--- src/rtl/complex_mult_pkg.sv ---
// Shared constants and types for the pipelined complex multiplier.
// Holds the result width formula, op_data field offsets and the {re,im} result pair.
package complex_mult_pkg;

    localparam int DATA_WIDTH_DEF = 8;

    // Guard bits cover the worst-case sum or difference of two full-width products.
    function automatic int res_width(input int dw);
        return 2 * dw + 2;
    endfunction

    localparam int RES_WIDTH_DEF = res_width(DATA_WIDTH_DEF);

    // Field index within op_data, in units of DATA_WIDTH: {a,b,c,d}
    localparam int OP_A_IDX = 3;
    localparam int OP_B_IDX = 2;
    localparam int OP_C_IDX = 1;
    localparam int OP_D_IDX = 0;

    typedef struct packed {
        logic signed [RES_WIDTH_DEF-1:0] re;
        logic signed [RES_WIDTH_DEF-1:0] im;
    } cplx_res_t;

endpackage

--- src/rtl/sint_mult.sv ---
// Combinational DATA_WIDTH x DATA_WIDTH multiplier with a signed/unsigned select.
// Operands are extended to the full product width so one multiply serves both modes.
module sint_mult
    import complex_mult_pkg::*;
#(
    parameter int DATA_WIDTH = DATA_WIDTH_DEF
) (
    input  logic [DATA_WIDTH-1:0]   i_a,
    input  logic [DATA_WIDTH-1:0]   i_b,
    input  logic                    i_signed,
    output logic [2*DATA_WIDTH-1:0] o_prod
);

    logic [2*DATA_WIDTH-1:0] w_a_ext;
    logic [2*DATA_WIDTH-1:0] w_b_ext;

    // Modulo-2^(2W) product of extended operands is exact in both modes.
    assign w_a_ext = {{DATA_WIDTH{i_signed & i_a[DATA_WIDTH-1]}}, i_a};
    assign w_b_ext = {{DATA_WIDTH{i_signed & i_b[DATA_WIDTH-1]}}, i_b};
    assign o_prod  = w_a_ext * w_b_ext;

endmodule

--- src/rtl/complex_nr_mult_pipe.sv ---
// Two-stage pipelined complex multiplier (a+bi)*(c+di) with valid/ready flow control.
// Optional macro COMPLEX_MULT_CONJ_EN adds op_conj to compute (a+bi)*(c-di) per operand.
module complex_nr_mult_pipe
    import complex_mult_pkg::*;
#(
    parameter int DATA_WIDTH = DATA_WIDTH_DEF,
    parameter int RES_WIDTH  = res_width(DATA_WIDTH)
) (
    input  logic                    clk,
    input  logic                    rstn,
    input  logic                    sw_rst,
    input  logic                    op_val,
    output logic                    op_ready,
    input  logic [4*DATA_WIDTH-1:0] op_data,
    input  logic                    op_signed,
`ifdef COMPLEX_MULT_CONJ_EN
    input  logic                    op_conj,
`endif
    input  logic                    res_ready,
    output logic                    res_val,
    output logic [2*RES_WIDTH-1:0]  res_data
);

    localparam int PW = 2 * DATA_WIDTH;

    function automatic logic signed [RES_WIDTH-1:0] ext_prod(
        input logic [PW-1:0] p,
        input logic          sgn
    );
        logic msb;
        msb = sgn & p[PW-1];
        return $signed({{(RES_WIDTH-PW){msb}}, p});
    endfunction

    logic [DATA_WIDTH-1:0] w_a, w_b, w_c, w_d;
    logic [PW-1:0]         w_ac, w_bd, w_ad, w_bc;
    logic                  w_en1, w_en2, w_acc;

    logic [PW-1:0]         r_ac_p1, r_bd_p1, r_ad_p1, r_bc_p1;
    logic                  r_sgn_p1;
    logic                  r_vld_p1;
`ifdef COMPLEX_MULT_CONJ_EN
    logic                  r_conj_p1;
`endif

    logic signed [RES_WIDTH-1:0] w_ac_x, w_bd_x, w_ad_x, w_bc_x;
    logic signed [RES_WIDTH-1:0] w_re, w_im;
    logic signed [RES_WIDTH-1:0] r_re_p2, r_im_p2;
    logic                        r_vld_p2;

    assign w_a = op_data[OP_A_IDX*DATA_WIDTH +: DATA_WIDTH];
    assign w_b = op_data[OP_B_IDX*DATA_WIDTH +: DATA_WIDTH];
    assign w_c = op_data[OP_C_IDX*DATA_WIDTH +: DATA_WIDTH];
    assign w_d = op_data[OP_D_IDX*DATA_WIDTH +: DATA_WIDTH];

    assign w_en2    = ~r_vld_p2 | res_ready;
    assign w_en1    = ~r_vld_p1 | w_en2;
    assign op_ready = w_en1;
    assign w_acc    = op_val & w_en1;

    sint_mult #(.DATA_WIDTH(DATA_WIDTH)) u_mult_ac (
        .i_a(w_a), .i_b(w_c), .i_signed(op_signed), .o_prod(w_ac)
    );
    sint_mult #(.DATA_WIDTH(DATA_WIDTH)) u_mult_bd (
        .i_a(w_b), .i_b(w_d), .i_signed(op_signed), .o_prod(w_bd)
    );
    sint_mult #(.DATA_WIDTH(DATA_WIDTH)) u_mult_ad (
        .i_a(w_a), .i_b(w_d), .i_signed(op_signed), .o_prod(w_ad)
    );
    sint_mult #(.DATA_WIDTH(DATA_WIDTH)) u_mult_bc (
        .i_a(w_b), .i_b(w_c), .i_signed(op_signed), .o_prod(w_bc)
    );

    // Stage 1: four partial products, tagged with their operand mode
    always_ff @(posedge clk or negedge rstn) begin
        if (!rstn) begin
            r_vld_p1  <= 1'b0;
            r_sgn_p1  <= 1'b0;
            r_ac_p1   <= '0;
            r_bd_p1   <= '0;
            r_ad_p1   <= '0;
            r_bc_p1   <= '0;
`ifdef COMPLEX_MULT_CONJ_EN
            r_conj_p1 <= 1'b0;
`endif
        end else if (sw_rst) begin
            r_vld_p1  <= 1'b0;
            r_sgn_p1  <= 1'b0;
            r_ac_p1   <= '0;
            r_bd_p1   <= '0;
            r_ad_p1   <= '0;
            r_bc_p1   <= '0;
`ifdef COMPLEX_MULT_CONJ_EN
            r_conj_p1 <= 1'b0;
`endif
        end else begin
            if (w_en1) begin
                r_vld_p1 <= op_val;
            end
            if (w_acc) begin
                r_sgn_p1  <= op_signed;
                r_ac_p1   <= w_ac;
                r_bd_p1   <= w_bd;
                r_ad_p1   <= w_ad;
                r_bc_p1   <= w_bc;
`ifdef COMPLEX_MULT_CONJ_EN
                r_conj_p1 <= op_conj;
`endif
            end
        end
    end

    always_comb begin
        w_ac_x = ext_prod(r_ac_p1, r_sgn_p1);
        w_bd_x = ext_prod(r_bd_p1, r_sgn_p1);
        w_ad_x = ext_prod(r_ad_p1, r_sgn_p1);
        w_bc_x = ext_prod(r_bc_p1, r_sgn_p1);
`ifdef COMPLEX_MULT_CONJ_EN
        if (r_conj_p1) begin
            w_re = w_ac_x + w_bd_x;
            w_im = w_bc_x - w_ad_x;
        end else begin
            w_re = w_ac_x - w_bd_x;
            w_im = w_ad_x + w_bc_x;
        end
`else
        w_re = w_ac_x - w_bd_x;
        w_im = w_ad_x + w_bc_x;
`endif
    end

    // Stage 2: real/imaginary combine; holds while the consumer stalls
    always_ff @(posedge clk or negedge rstn) begin
        if (!rstn) begin
            r_vld_p2 <= 1'b0;
            r_re_p2  <= '0;
            r_im_p2  <= '0;
        end else if (sw_rst) begin
            r_vld_p2 <= 1'b0;
            r_re_p2  <= '0;
            r_im_p2  <= '0;
        end else begin
            if (w_en2) begin
                r_vld_p2 <= r_vld_p1;
            end
            if (w_en2 && r_vld_p1) begin
                r_re_p2 <= w_re;
                r_im_p2 <= w_im;
            end
        end
    end

    assign res_val  = r_vld_p2;
    assign res_data = {r_re_p2, r_im_p2};

endmodule

--- config.mk ---
export PLATFORM = sky130hd
export DESIGN_NAME = complex_nr_mult_pipe
export DESIGN_NICKNAME = d
export VERILOG_FILES = /design/src/rtl/complex_mult_pkg.sv /design/src/rtl/sint_mult.sv /design/src/rtl/complex_nr_mult_pipe.sv
export SDC_FILE = /design/constraint.sdc
export NUM_CORES = 1
export LEC_CHECK = 0
export ABC_AREA = 0
export CORE_ASPECT_RATIO = 0.6
export CORE_UTILIZATION = 40
export CTS_CLUSTER_SIZE = 24
export DETAILED_ROUTE_END_ITERATION = 10
export PLACE_DENSITY_LB_ADDON = 0.25
export SLEW_MARGIN = 20
export SYNTH_ARGS = -nofsm -noshare
export SYNTH_HDL_FRONTEND = slang
export SYNTH_HIERARCHICAL = 1
export SYNTH_SLANG_ARGS = --single-unit
--- constraint.sdc ---
create_clock -name clk -period 3.1 [get_ports clk]
set_clock_uncertainty 0.05 [all_clocks]
set_input_delay 0.775 -clock clk [delete_from_list [all_inputs] [get_ports clk]]
set_output_delay 0.775 -clock clk [all_outputs]
set_load 0.02 [all_outputs]
## Yosys cells after proc, flatten, opt, wreduce, memory -nomap -nowiden

Index checks and enable logic that the tools add are counted.

| operators by class | value |
|---|---|
| bitwise gates (word level) | 13 |
| reduce and logical (&&, ||, !) cells | 5 |
| multiplexer cells | 18 |
| add/sub/neg operators | 2 |
| multiply operators | 4 |

Operator list:

| cell | count |
|---|---|
| $mux W16 | 8 |
| $mux W18 | 4 |
| $mul A9 B9 Y16 | 4 |
| $add A17 B17 Y18 | 1 |
| $sub A17 B17 Y18 | 1 |
| $and A1 B1 Y1 | 9 |
| $reduce_bool A2 Y1 | 4 |
| $mux W1 | 6 |
| $not A1 Y1 | 2 |
| $or A1 B1 Y1 | 2 |
| $logic_and A1 B1 Y1 | 1 |

| word-level totals | value |
|---|---|
| flip-flop bits (word level) | 103 |
| word-level logic and storage cells | 51 |
| output and inout bits | 38 |

## Logic depth before layout (Yosys ltp)

| depth | value |
|---|---|
| depth after elaboration | 6 |
| mapped depth | 19 |
| mapped depth without buffers | 18 |

## Cells and area by module

Netlist, hierarchy kept.

Modules (own cells, without submodules):

| module | instances | cells each | area an instance (um^2) |
|---|---|---|---|
| sint_mult at u_mult_ad ... | 2 | 327 | 2,824.0 |
| complex_nr_mult_pipe | 1 | 525 | 5,422.7 |
| sint_mult at u_mult_ac | 1 | 329 | 2,812.7 |
| sint_mult at u_mult_bd | 1 | 328 | 2,807.7 |

## Worst setup path before layout

No wires, ideal clock.

| timing path | value |
|---|---|
| kind | in2reg |
| start | in op_data[15] |
| end | reg r_ac_p1[14] |
| arrival | 5,404 ps |
| stages | 17 |
| data required time | 2,984 ps |
| setup slack | -2,421 ps |
| path buffers | 1 |
| cell sequence | clkbuf_1 nand2_1 or2_2 fa_1 fa_1 inv_1 fa_1 fa_1 inv_1 fa_1 inv_1 ha_1 o21ai_1 o21ai_1 a2111o_1 o311ai_1 a22o_1 |

| between the ends | value |
|---|---|
| cells in the longest elaborated chain, start to end | 4 |

Ends and longest elaborated chain:

| what | line | RTL |
|---|---|---|
| start: declaration | complex_nr_mult_pipe.sv:14 | `input logic [4*DATA_WIDTH-1:0] op_data,` |
| $and A1 B1 Y1 | sint_mult.sv:19 | `assign w_b_ext = {{DATA_WIDTH{i_signed & i_b[DATA_WIDTH-1]}}, i_b};` |
| $mul A9 B9 Y16 * | sint_mult.sv:20 | `assign o_prod = w_a_ext * w_b_ext;` |
| named net w_ac[14] | complex_nr_mult_pipe.sv:36 | `logic [PW-1:0] w_ac, w_bd, w_ad, w_bc;` |
| $mux W16 * | complex_nr_mult_pipe.sv:100 | `if (w_acc) begin` |
| $mux W16 * | complex_nr_mult_pipe.sv:86 | `end else if (sw_rst) begin` |
| end signal: assignment | complex_nr_mult_pipe.sv:102 | `r_ac_p1 <= w_ac;` |
| end: declaration | complex_nr_mult_pipe.sv:39 | `logic [PW-1:0] r_ac_p1, r_bd_p1, r_ad_p1, r_bc_p1;` |

Mark *: on every way through the listed nets, which the timed path passes. The rest lies on a longest branch. The select of a mux whose other input is x is not followed.
A chain may end at the register's enable or synchronous reset.

## Worst setup path after layout

| timing path | value |
|---|---|
| start | in op_data[23] |
| end | reg r_bc_p1[14] |

| between the ends | value |
|---|---|
| cells in the longest elaborated chain, start to end | 4 |

Ends and longest elaborated chain:

| what | line | RTL |
|---|---|---|
| $and A1 B1 Y1 | sint_mult.sv:18 | `assign w_a_ext = {{DATA_WIDTH{i_signed & i_a[DATA_WIDTH-1]}}, i_a};` |
| $mul A9 B9 Y16 * | sint_mult.sv:20 |  |
| named net w_bc[14] | complex_nr_mult_pipe.sv:36 |  |
| $mux W16 * | complex_nr_mult_pipe.sv:100 |  |
| $mux W16 * | complex_nr_mult_pipe.sv:86 |  |
| end signal: assignment | complex_nr_mult_pipe.sv:105 | `r_bc_p1 <= w_bc;` |
| end: declaration | complex_nr_mult_pipe.sv:39 |  |

Marks and branches as above.

==> flow_metrics.py <==
metrics = {
    "sta": {
        "hold_viol": 0,
        "max_freq_ghz": 0.2000,
        "min_period_over_period_pct": 161.3,
        "fin_setup_tns_ns": -62.57,
        "setup_slack_ns": -1.900,
        "max_slew_margin_pct": 39.62,
        "report.final.slew_viol_count": 0,
        "min_period_ns": 5.000,
        "rsz0062_at_grt": "yes",
        "fin_hold_ws_ns": 0.4206,
        "worst_slew_pin_slew_ns": 0.9036,
        "setup_violations": 48,
    },
    "final_layout": {
        "fin_nets": 2624,
        "fin_util_pct": 57.28,
        "layoutNonFillerInstCount": 2734,
        "final.fill_count": 3482,
        "drive_gt1_share_pct": 31.58,
        "area_delta_synth_final_pct": 39.99,
    },
    "outcome": {
        "violations": "setup timing",
        "run_status": "finished with violations",
    },
    "synthesis": {
        "postSynthRegisterBits": 103,
        "synth_cell_types": 73,
        "synth_edf_count": 0,
        "netlist.area_leader.share_pct": 30.46,
        "synthArstFlopShare_pct": 100.0,
        "netlist_area_um2": 16690,
        "yosys.area.top_type": "fa_1",
        "avgSynthCellArea_um2": 9.091,
        "syn-instance-count": 1836,
        "synthesis.yosys.warnings": 6,
        "syn_nets": 2293,
        "ys.flop_type": "dfrtp_1",
        "yosys-top-cells-area": "fa_1 30%, dfrtp_1 15%, ha_1 12%",
        "seq_area_frac_synth_pct": 15.44,
    },
    "worst_setup_path": {
        "crit_path_end": "r_bc_p1[14]",
        "timing.rr.end": "r_im_p2[14]",
        "cp-end-kind": "flop",
        "rrSetupSlack_ns": 0.52,
        "crit_slowest_cell": "fa_1",
        "cp_num_cells": 18,
        "crit_fanout": 4,
        "crit_top_cell": "fa_1",
        "r2r_cells": 9,
        "worstPathRequired_ns": 3.30,
        "crit_family": "adder cells",
        "crit_chain": "buf_2 -> and2_4 -> nand2_1 -> fa_1 -> inv_2 -> buf_4 -> fa_1 -> fa_1 -> inv_1 -> fa_1 -> inv_1 -> ha_4 -> ha_4 -> nor2_1 -> mux2_2 -> a311oi_2 -> o311ai_2 -> a22o_1",
        "r2r-start": "r_ad_p1[0]",
        "path_buf_inv": 5,
        "cp.arrival_ns": 5.20,
        "crit_type": "in -> reg",
        "crit_path_start": "op_data[23]",
        "slowest_delay_ns": 0.57,
        "start_kind": "primary input",
    },
    "floorplanning": {
        "core_um2": 40790,
        "die_w_um": 265.7,
        "die_h_um": 160.2,
        "start_util_pct": 40.92,
        "ios": 76,
        "dieArea_um2": 42580,
        "std_cell_rows": 57,
    },
    "clock_tree": {
        "numCtsBuffers": 9,
        "clk_pin_slew_ns": 0.07,
        "cts_max_level": 3,
        "cts_tree": "built",
        "numClockSinks": 103,
        "clk-insertion-delay-late_ns": 0.37,
        "clk_path_buf_depth": 2,
        "root_buffer": "clkbuf_16",
    },
    "routing": {
        "routed_wl_um": 50750,
        "drt_pass1_iterations": 5,
        "drcViolationCount": 0,
        "wl_per_cell_um": 18.56,
        "ant_nets": 0,
        "vias_per_cell": 5.065,
        "first_iter_violations": 916,
        "vias": 13850,
    },
    "grt": {
        "grt_use_total_pct": 23.95,
        "grt_pass1_vias": 14250,
        "grt_antenna_before_repair": 3,
        "gr-total-overflow": 0,
        "grt_max_degree": 104,
        "grt_pass1_wl_um": 79130,
    },
    "power": {
        "vdd.ir_drop.worst_mv": 0.6608,
        "p_leak_nw": 11.46,
        "powerDensity_nw_per_um2": 872.0,
        "total_power_mw": 20.38,
    },
    "flow_run": {
        "maxCapViolations": 0,
    },
    "place": {
        "placed_cells": 2617,
        "post-dp-hpwl_um": 37100,
        "place_congestion": 0.8676,
        "port_buffers": 75,
    },
    "hold_path": {
        "hold_path_class": "in -> async",
    },
}
==> where the power goes <==
part,switching (mW),total [mW],internal [mW]
sequential,0.271,1.93,1.66
combinational,8.64,17.3,8.65
clock,0.576,1.16,0.581
total,9.49,20.4,10.9
==> cells by family (layout without fill, tap and decap cells) <==
| kind of cell | count (synthesis) | after routing | share of synthesized area [%] |
|---|---|---|---|
| other cells | 0 | 2 | 0 |
| buf+inv | 461 | 797 | 10.41 |
| fa+ha+maj | 419 | 419 | 42.83 |
| mux | 3 | 3 | 0.1949 |
| compound gates | 255 | 255 | 11.70 |
| xor+xnor | 82 | 82 | 4.303 |
| flops | 103 | 103 | 15.44 |
| simple gates | 513 | 513 | 15.11 |
==> sequential cells by signal, indices dropped and copies added, names as in the netlist <==
register and count:
r_re_p2 18, r_ad_p1 16, r_bd_p1 16, r_vld_p1 1, r_im_p2 18, r_ac_p1 16
res_val 1, r_bc_p1 16, r_sgn_p1 1
==> synth_stat cells (7+ instances only) <==
master / n
inv_1: 400
fa_1: 254
nand2_1: 220
ha_1: 165
and2_1: 129
dfrtp_1: 103
a22o_1: 68
xnor2_1: 68
nor2_1: 53
clkbuf_1: 50
o21ai_0: 41
a21oi_1: 38
a21o_1: 18
nor3_1: 17
or2_2: 16
nand3_1: 15
xor2_1: 14
nor2b_1: 13
and3_1: 10
nand2b_1: 7
nand4_1: 7
o21a_1: 7
o21ai_1: 7
==> final cells by class <==
class | count | area, um^2 | share of cell area [%]
Antenna cell | 2 | 5.005 | 0.02142
Clock buffer | 10 | 239.0 | 1.023
Clock inverter | 6 | 53.80 | 0.2303
Inverter | 400 | 1504 | 6.436
Multi-Input combinational cell | 1272 | 14220 | 60.84
Sequential cell | 103 | 2577 | 11.03
Tap cell | 560 | 700.7 | 2.999
Timing Repair Buffer | 381 | 4070 | 17.42
==> timing repair <==
action / CTS / global route
pin swaps: 166 / 120
cloned: 7 / 4
hold buffers: 0 / 0
setup buffers: 88 / 23
resized for setup: 364 / 151
setup endpoints to repair: 51 / 48
==> per-stage QoR <==
step,worst slack [ns],cell area (um^2)
floorplan,-1.775,17810
finish,-1.900,23370
global route,-2.016,23370
CTS,-1.875,22670
global placement,-2.647,20430
detailed placement,-2.720,20430
==> cells in the final DEF, fill, tap and decap left out, types with 7 or more instances in the layout <==
| cell type | instances |
|---|---|
| buf_12 | 37 |
| o21ai_0 | 38 |
| clkbuf_16 | 13 |
| buf_4 | 186 |
| fa_1 | 235 |
| or2_2 | 9 |
| clkdlybuf4s50_1 | 41 |
| nand2_4 | 14 |
| nor2_1 | 42 |
| buf_6 | 70 |
| inv_1 | 344 |
| a21oi_1 | 30 |
| a21o_1 | 18 |
| buf_2 | 10 |
| xnor2_1 | 46 |
| fa_2 | 19 |
| nand2_1 | 171 |
| or2_4 | 7 |
| nand3_1 | 12 |
| a22o_1 | 68 |
| nand2_2 | 31 |
| inv_2 | 55 |
| o21ai_4 | 7 |
| dfrtp_1 | 103 |
| nor2b_1 | 11 |
| ha_4 | 67 |
| ha_1 | 95 |
| xor2_1 | 13 |
| xnor2_2 | 18 |
| and2_4 | 24 |
| nand2b_1 | 7 |
| o21a_1 | 7 |
| nand4_1 | 7 |
| buf_8 | 23 |
| and2_1 | 106 |
| nor2_2 | 8 |
| nor3_1 | 11 |
==> routing by layer <==
metal / share of wire, % / wire length (um) / track usage [%]
met1: 47 / 24080 / 36.14
met2: 43 / 21980 / 34.75
met3: 7.5 / 3827 / 5.644
met4: 1.7 / 856 / 4.676
met5: 0 / 0 / 0
==> worst min path at each step <==
stage	from	endpoint	slack, ns	cells past startpoint
6_report	rstn	r_re_p2[14]	0.42	2
5_1_grt	r_re_p2[1]	r_re_p2[1]	0.46	2
4_1_cts	rstn	r_re_p2[15]	0.45	2
3_5_place_dp	r_re_p2[7]	r_re_p2[7]	0.43	2
3_3_place_gp	r_re_p2[0]	r_re_p2[0]	0.42	2
2_1_floorplan	r_ac_p1[0]	r_ac_p1[0]	0.42	1
Note: power is estimated with default switching activity, not from simulation.
